===== config.mk =====
export PLATFORM = sky130hd
export DESIGN_NAME = rng_arbiter
export DESIGN_NICKNAME = d
export VERILOG_FILES = /design/src/rtl/rollo_pkg.sv /design/src/rtl/rr_pick.sv /design/src/rtl/rng_arbiter.sv
export SDC_FILE = /design/constraint.sdc
export NUM_CORES = 1
export LEC_CHECK = 0
export BUFFER_PORTS_ARGS = -buffer_cell sky130_fd_sc_hd__buf_2
export CAP_MARGIN = 20
export CORE_MARGIN = 2
export CORE_UTILIZATION = 55
export CTS_CLUSTER_DIAMETER = 40
export CTS_CLUSTER_SIZE = 28
export DETAILED_ROUTE_END_ITERATION = 10
export PLACE_DENSITY = 0.81
export SYNTH_ARGS = -nofsm -noshare
export SYNTH_HDL_FRONTEND = slang
export SYNTH_HIERARCHICAL = 1
export SYNTH_SLANG_ARGS = --single-unit

===== constraint.sdc =====
create_clock -name clk -period 9.65 [get_ports clk]
set_input_delay 0.4825 -clock clk [delete_from_list [all_inputs] [get_ports clk]]
set_output_delay 0.4825 -clock clk [all_outputs]
set_load 0.01 [all_outputs]

===== src/rtl/rollo_pkg.sv =====
// Purpose: shared constants, FSM state type and owner encoding for the RNG arbiter.
// Latency: none (declarations only).
// Backpressure: none (declarations only).
package rollo_pkg;

    localparam int RNG_W = 96;

    typedef enum logic [1:0] {
        IDLE    = 2'd0,
        WAIT    = 2'd1,
        DELIVER = 2'd2
    } arb_state_t;

    // Owner codes 0..nreq-1 name a requester; code nreq marks a buffer fill.
    function automatic int owner_buf(input int nreq);
        return nreq;
    endfunction

    function automatic int owner_w(input int nreq);
        return $clog2(nreq + 1);
    endfunction

endpackage


===== src/rtl/rr_pick.sv =====
// Purpose: round-robin priority encoder; picks first pending index after last_grant, with wrap.
// Latency: combinational.
// Backpressure: none; ports pending/last_grant in, grant_idx/grant_vld out.
module rr_pick #(
    parameter int NREQ = 3,
    parameter int IW   = $clog2(NREQ)
) (
    input  logic [NREQ-1:0] pending,
    input  logic [IW-1:0]   last_grant,
    output logic [IW-1:0]   grant_idx,
    output logic            grant_vld
);

    logic [IW-1:0] idx;

    always_comb begin
        grant_idx = '0;
        grant_vld = 1'b0;
        idx       = '0;
        // Scan farthest-first so the nearest pending index after last_grant
        // overwrites any earlier match; last_grant itself has lowest priority.
        for (int k = NREQ; k >= 1; k--) begin
            idx = IW'((int'(last_grant) + k) % NREQ);
            if (pending[idx]) begin
                grant_idx = idx;
                grant_vld = 1'b1;
            end
        end
    end

endmodule


===== src/rtl/rng_arbiter.sv =====
// Purpose: shares one RNG core among NREQ requesters, round-robin, with a one-word prefetch buffer.
// Latency: buffer hit req_start->req_finish 2 cycles; miss 2 cycles plus RNG latency.
// Backpressure: none; one pending request per requester, repeat pulses while pending are absorbed.
// Ports: req_start/req_finish/req_data to requesters, rng_start/rng_finish/rng_data to the RNG,
//        prefetch_en enables idle refills, busy flags pending work or a non-idle FSM.
module rng_arbiter
    import rollo_pkg::*;
#(
    parameter int NREQ = 3,
    parameter int RW   = RNG_W
) (
    input  logic            clk,
    input  logic            rst_b,
    input  logic [NREQ-1:0] req_start,
    output logic [NREQ-1:0] req_finish,
    output logic [RW-1:0]   req_data,
    output logic            rng_start,
    input  logic            rng_finish,
    input  logic [RW-1:0]   rng_data,
    input  logic            prefetch_en,
    output logic            busy
);

    localparam int            IW      = $clog2(NREQ);
    localparam int            OW      = owner_w(NREQ);
    localparam logic [OW-1:0] OWN_BUF = OW'(owner_buf(NREQ));

    arb_state_t      state, state_nxt;
    logic [NREQ-1:0] pending, pending_nxt;
    logic [IW-1:0]   last_grant, last_grant_nxt;
    logic [IW-1:0]   gnt, gnt_nxt;
    logic [OW-1:0]   owner, owner_nxt;
    logic            buf_valid, buf_valid_nxt;
    logic [RW-1:0]   buf_data, buf_data_nxt;
    logic            src_buf, src_buf_nxt;
    logic [NREQ-1:0] req_finish_nxt;
    logic [RW-1:0]   req_data_nxt;
    logic            rng_start_nxt;
    logic            busy_nxt;

    logic [NREQ-1:0] pend_eff, pend_after;
    logic [NREQ-1:0] pick_pend;
    logic [IW-1:0]   pick_last;
    logic [IW-1:0]   pick_idx;
    logic            pick_vld;

    // Same-cycle requests count, so a miss can launch rng_start on the next edge.
    assign pend_eff   = pending | req_start;
    // Pending as it will be after the DELIVER cycle; a re-request of gnt survives.
    assign pend_after = (pending & ~(NREQ'(1) << gnt)) | req_start;

    // A buffer hit grants from registered pending only, which gives the
    // two-cycle hit latency. DELIVER looks ahead with the updated last_grant
    // so the next RNG request (or refill) issues without an idle cycle.
    always_comb begin
        pick_pend = buf_valid ? pending : pend_eff;
        pick_last = last_grant;
        if (state == DELIVER) begin
            pick_pend = pend_after;
            pick_last = gnt;
        end
    end

    rr_pick #(.NREQ(NREQ), .IW(IW)) u_pick (
        .pending    (pick_pend),
        .last_grant (pick_last),
        .grant_idx  (pick_idx),
        .grant_vld  (pick_vld)
    );

    always_comb begin
        state_nxt      = state;
        pending_nxt    = pend_eff;
        last_grant_nxt = last_grant;
        gnt_nxt        = gnt;
        owner_nxt      = owner;
        buf_valid_nxt  = buf_valid;
        buf_data_nxt   = buf_data;
        src_buf_nxt    = src_buf;
        req_finish_nxt = '0;
        req_data_nxt   = req_data;
        rng_start_nxt  = 1'b0;

        case (state)
            IDLE: begin
                if (buf_valid) begin
                    if (pick_vld) begin
                        gnt_nxt        = pick_idx;
                        src_buf_nxt    = 1'b1;
                        req_finish_nxt = NREQ'(1) << pick_idx;
                        req_data_nxt   = buf_data;
                        state_nxt      = DELIVER;
                    end
                end else if (pick_vld) begin
                    rng_start_nxt = 1'b1;
                    owner_nxt     = OW'(pick_idx);
                    state_nxt     = WAIT;
                end else if (prefetch_en) begin
                    rng_start_nxt = 1'b1;
                    owner_nxt     = OWN_BUF;
                    state_nxt     = WAIT;
                end
            end
            WAIT: begin
                if (rng_finish) begin
                    if (owner == OWN_BUF) begin
                        buf_data_nxt  = rng_data;
                        buf_valid_nxt = 1'b1;
                        state_nxt     = IDLE;
                    end else begin
                        gnt_nxt        = IW'(owner);
                        src_buf_nxt    = 1'b0;
                        req_finish_nxt = NREQ'(1) << IW'(owner);
                        req_data_nxt   = rng_data;
                        state_nxt      = DELIVER;
                    end
                end
            end
            DELIVER: begin
                pending_nxt    = pend_after;
                last_grant_nxt = gnt;
                // The buffer is always empty once DELIVER ends: a hit consumed
                // it, and a miss only happens while it is empty.
                buf_valid_nxt  = 1'b0;
                state_nxt      = IDLE;
                if (pick_vld) begin
                    rng_start_nxt = 1'b1;
                    owner_nxt     = OW'(pick_idx);
                    state_nxt     = WAIT;
                end else if (prefetch_en) begin
                    rng_start_nxt = 1'b1;
                    owner_nxt     = OWN_BUF;
                    state_nxt     = WAIT;
                end
            end
            default: state_nxt = IDLE;
        endcase

        busy_nxt = (pending_nxt != '0) || (state_nxt != IDLE);
    end

    always_ff @(posedge clk) begin
        if (rst_b) begin
            state      <= IDLE;
            pending    <= '0;
            last_grant <= IW'(NREQ - 1);
            gnt        <= '0;
            owner      <= '0;
            buf_valid  <= 1'b0;
            buf_data   <= '0;
            src_buf    <= 1'b0;
            req_finish <= '0;
            req_data   <= '0;
            rng_start  <= 1'b0;
            busy       <= 1'b0;
        end else begin
            state      <= state_nxt;
            pending    <= pending_nxt;
            last_grant <= last_grant_nxt;
            gnt        <= gnt_nxt;
            owner      <= owner_nxt;
            buf_valid  <= buf_valid_nxt;
            buf_data   <= buf_data_nxt;
            src_buf    <= src_buf_nxt;
            req_finish <= req_finish_nxt;
            req_data   <= req_data_nxt;
            rng_start  <= rng_start_nxt;
            busy       <= busy_nxt;
        end
    end

endmodule


* After elaboration in Yosys (flattened, before gate mapping)
Cells that the tools add are included.
** Storage, ports and cells
- Bits in registers :: 209
- Latch bits :: 0
- RAM bits :: 0
- Memory bits (read-only) :: 0
- Word-level logic and storage cells :: 98
- Memories kept :: 0
** Operators by class
- Add/sub/neg operators :: 3
- Multiply operators :: 0
- Div/mod/pow operators :: 3
- $lt $le $gt $ge :: 3
- Eq/ne operators :: 9
- Shifts and indexed selects :: 3
- Muxes and demuxes :: 51
- Bitwise gates (word level) :: 4
- Reduce and logical (&&, ||, !) cells :: 11
** Operators with widths (number)
- $mux 96 :: 4
- $pmux 96 s2 :: 1
- $mod 32x3->32 const B :: 3
- $mux 2 :: 17
- $mux 3 :: 7
- $mux 1 :: 13
- $ne 2x2->1 const B :: 6
- $lt 2x3->1 const B :: 3
- $shl 1x2->3 const A :: 3
- $pmux 2 s2 :: 2
- $reduce_bool 2->1 :: 4
- $add 2x2->3 const B :: 2
- $bmux 1 s2 :: 3
- $or 3x3->3 :: 2
- $pmux 2 s3 :: 1
- $pmux 3 s2 :: 1
- $reduce_and 3->1 :: 2
- $reduce_and 5->1 :: 1
- $eq 2x2->1 const B :: 2
- $pmux 1 s2 :: 2
- $add 2x1->3 const B :: 1
- $and 3x3->3 :: 1
- $not 3->3 :: 1
- $reduce_bool 3->1 :: 1
- other kinds (4) :: 4

* Logic depth before layout (Yosys ltp)
- Word-level depth :: 15
- Mapped depth :: 15

* Cells and area by module
The synthesis kept the hierarchy.
** By module, submodules not included
- rng_arbiter :: times used 1, cells each 951, area each 8933.6 um^2, seq. area each 4184.0 um^2
- rr_pick :: times used 1, cells each 27, area each 191.4 um^2, seq. area each 0.0 um^2

* Worst setup path before layout
OpenSTA, ideal clock, no wires.
- Path kind :: register -> register
- Start point :: register state[0]
- End point :: register req_data[74]
- Setup time :: 157 ps
- Arrival :: 3028 ps
- Path slack :: 6465 ps
- Stages on the path, launching flop included :: 16
- Path buffers :: 4
- Clock period less this slack :: 3185 ps
- Path through :: dfxtp_1 > buf_4 > nand2b_4 > mux2_2 > inv_1 > ha_1 > or2_4 > a21o_1 > a211o_1 > and3b_1 > a31o_1 > buf_6 > buf_6 > buf_4 > a21oi_1 > a311oi_2
** On the way
- Longest elaborated chain between the ends :: 11
** Ends and longest elaborated chain
- start: declaration :: line rng_arbiter.sv:28 : arb_state_t state, state_nxt;
- start signal: assignment :: line rng_arbiter.sv:157 : state <= state_nxt;
- $eq 2x2->1 * :: line rng_arbiter.sv:58 : if (state == DELIVER) begin
- $mux 2
- $add 2x2->3 :: line rr_pick.sv:23 : idx = IW'((int'(last_grant) + k) % NREQ);
- $mod 32x3->32 :: line rr_pick.sv:23
- $bmux 1 s2 :: line rr_pick.sv:24 : if (pending[idx]) begin
- $mux 1 (implied by the code) :: line rr_pick.sv:24
- $mux 1 (2 in series) :: line rr_pick.sv:24
- $mux 1 * :: line rr_pick.sv:24
- named net pick_vld :: line rng_arbiter.sv:45 : logic pick_vld;
- $ne 2x2->1 (no line) *
- $reduce_and 5->1 (no line) *
- end signal: assignment :: line rng_arbiter.sv:166 : req_data <= req_data_nxt;
- end: declaration :: line rng_arbiter.sv:16 : output logic [RW-1:0] req_data,
Mark *: on every way through the listed nets, which the timed path passes. The rest lies on a longest branch. The select of a mux whose other input is x is not followed.
A chain may end at the register's enable or synchronous reset.

* Worst setup path in the final report
- Start point :: register state[1]
- End point :: register req_data[31]
The elaborated chain is that of the path after synthesis.

==> run summary <==
clock root buffer master -> clkbuf_16
via count -> 7,687
hold buffers post-CTS -> 0
DRC marker count from the first detailed-route iteration -> 520
DP Cell Count -> 1,310
Tmin final -> 4.70 ns
setup TNS -> 0 ns
Synth Cell Area -> 9130 µm²
Max FO, Critical Path -> 97
pin count of the biggest net entering global routing -> 116
reported net switching power -> 0.000607 W
total grt overflow -> 0
Layout Cells excl Fill -> 1,366
TritonCTS clock tree -> built
cell-internal power -> 0.00168 W
htree depth -> 1
final hold violations -> 0
TritonRoute pass-1 iters -> 7
ys flop type -> dfxtp_1
EDFF count, synth -> 0
worst endpoint required time -> 10.08 ns
FP Rows -> 47
Yosys reg bits -> 209
clock buffer depth -> 3
CP arrival -> 5.13 ns
area delta synth->final -> 20.4%
post-DP HPWL -> 13.0 mm
Die Y -> 133 µm
Final WS setup -> 4.95 ns
Clock Skew -> 0.0134 ns
post-synthesis net count -> 1,085
unrepaired setup endpoints after global routing -> no
post-CTS setup buffers -> 0
first-pass GRT wire length -> 35.8 mm
max_slew headroom -> 25.2%
cell count after synthesis -> 978
outcome -> completed
critical path class -> flip-flop to flip-flop
worst-margin pin slew -> 1.12 ns
Final Net Count -> 1,230
Initial Utilization -> 55.6%
routability congestion estimate -> 0.852
clock transition at the registers of the reported paths -> 0.06 ns
total power -> 0.00229 W
Antenna Violating Nets Remaining -> 0
Seq/Total Area, Yosys -> 45.9%
Final Cycle Share -> 48.7%
Yosys warning count -> 6
Distinct cells, synth -> 41
Comb pwr share -> 13.4%
Die Wd -> 133 µm
LEAKAGE -> 4.17 nW
switching share of power -> 26.5%
Overall Global Routing Usage -> 23.9%
number of setup violations in the final report -> 0
WL/cell -> 16.0 µm
Hold Crit Class -> input pin to flip-flop
pwr dens -> 208 nW/µm²
number of global-route vias before repair -> 7,125
post_cts resized -> 0
drt drc -> 0
# clock sinks -> 209
Routed Wire Length -> 21.9 mm
Synth Area per Inst -> 9.33 µm²
fill count -> 1,297
WHS -> 0.195 ns
Final Max Slew Viols -> 0
type of origin of the critical path -> flip-flop
sequential share of power -> 40.8%
Peak supply drop -> 0.000197 V
fraction of layout cells with a size suffix above 1 -> 28.6%
achievable frequency -> 213 MHz
Worst-Skew Late Latency -> 0.53 ns
Num CTS Buffers -> 30
post-placement worst setup slack -> 4.84 ns
Clk pwr share -> 45.7%
die area -> 17,600 µm²
max_cap viols -> 0
element type at the critical path end -> flip-flop
DR vias/cell -> 5.63
num ports -> 204
core area -> 16,400 µm²
Port Buffers -> 203
share of synthesized registers carrying an async set or reset -> 0%
antenna violations before repair -> 2
==> state kept, by name, summed over array words and instances (netlist names) <==
name,count
last_grant,2
busy,1
req_data,96
pending,3
gnt,2
buf_data,96
req_finish,3
state,2
rng_start,1
buf_valid,1
owner,2
==> worst max-delay path: stages, from the launching register on <==
cell,delay (ns)
dfxtp_1,0.68
nand2b_4,0.11
mux2_2,0.28
inv_1,0.07
ha_1,0.38
mux2i_1,0.17
o22ai_1,0.19
a211o_1,0.20
and3b_1,0.21
a31o_4,0.10
buf_4,0.80
buf_4,0.57
buf_16,0.32
a21oi_1,0.13
a311oi_1,0.28
==> path summary, 6_finish.rpt <==
check	to	slack, ns	depth (start not counted)	startpoint
min reg2reg	buf_data[76]	0.45	2	buf_data[76]
min	pending[1]	0.20	3	req_start[1]
max reg2reg	req_data[31]	4.95	14	state[1]
max	req_data[31]	4.95	14	state[1]
==> cells in the final DEF, fill, tap and decap left out, types with 2 or more instances in the layout <==
cell and instances:
buf_4 9, clkbuf_16 31, o21ai_0 3, buf_2 202, nor3_1 7, dfxtp_1 209
clkinv_4 3, ha_1 4, clkinv_2 5, a311oi_2 51, inv_8 2, clkbuf_8 7
or2_4 2, a311oi_1 48, nand3b_1 2, nand2_1 198, a21oi_1 202, inv_6 5
nor2_1 17, nor2b_1 4, mux2i_1 100, inv_1 6, mux2_2 2
==> through the flow <==
step | utilization (%) | instance area (µm²)
after floorplan | - | 9130
after global placement | 60.7 | 9960
after detailed placement | 60.7 | 9960
after CTS | 66.8 | 11000
after global routing | 66.9 | 11000
final | 67.0 | 11000
==> layer usage <==
metal	global-route usage [%]	up-vias	part of all wire, %
met3	4.87	44	6.3
met4	7.65	0	2.5
li1	-	3821	-
met1	32.0	3567	44
met5	0	-	0
met2	38.9	255	47
==> logic make-up (layout without fill, tap and decap cells) <==
group	count (synthesis)	in the layout	synth area share, %
buffers and inverters	107	274	6.39
other	0	1	0
AND/OR/NAND/NOR	242	242	10.9
flip-flops	209	209	45.9
multiplexers	102	102	11.2
adder cells (fa/ha/maj)	4	4	0.548
AO/OA/AOI/OAI	314	314	25.1
==> final cells by class <==
type	instances	area, µm²	share of cell area (%)
diodes	1	2.50	0.0228
multi-input cells	662	4380	39.9
clock inverters	15	116	1.06
clock buffers	39	876	7.97
repair buffers	213	1120	10.2
well taps	220	275	2.51
flip-flops and latches	209	4180	38.1
inverters	7	31.3	0.285
==> synthesized netlist by cell type (2+ instances only) <==
| master | n | area [µm²] |
|---|---|---|
| a311oi_2 | 51 | 766 |
| mux2_2 | 2 | 22.5 |
| nand2_1 | 198 | 743 |
| inv_1 | 6 | 22.5 |
| nor2_1 | 18 | 67.6 |
| buf_4 | 17 | 128 |
| a21oi_1 | 202 | 1010 |
| clkbuf_1 | 54 | 203 |
| nor2b_1 | 5 | 31.3 |
| mux2i_1 | 100 | 1000 |
| ha_1 | 4 | 50.1 |
| buf_2 | 16 | 80.1 |
| nor3_1 | 7 | 35.0 |
| a311oi_1 | 48 | 420 |
| nand3b_1 | 2 | 15.0 |
| buf_6 | 13 | 146 |
| dfxtp_1 | 209 | 4180 |
| o21ai_0 | 3 | 15.0 |
==> power by group through the flow <==
stage / sequential [W] / clock, W / combinational (W)
3_3_place_gp: 0.000950 / 0 / 0.000298
3_5_place_dp: 0.000949 / 0 / 0.000305
6_report: 0.000933 / 0.00105 / 0.000308
5_1_grt: 0.000937 / 0.00110 / 0.000335
2_1_floorplan: 0.000963 / 0 / 0.000206
4_1_cts: 0.000932 / 0.00106 / 0.000307
Power figures use the tool's default switching activity.
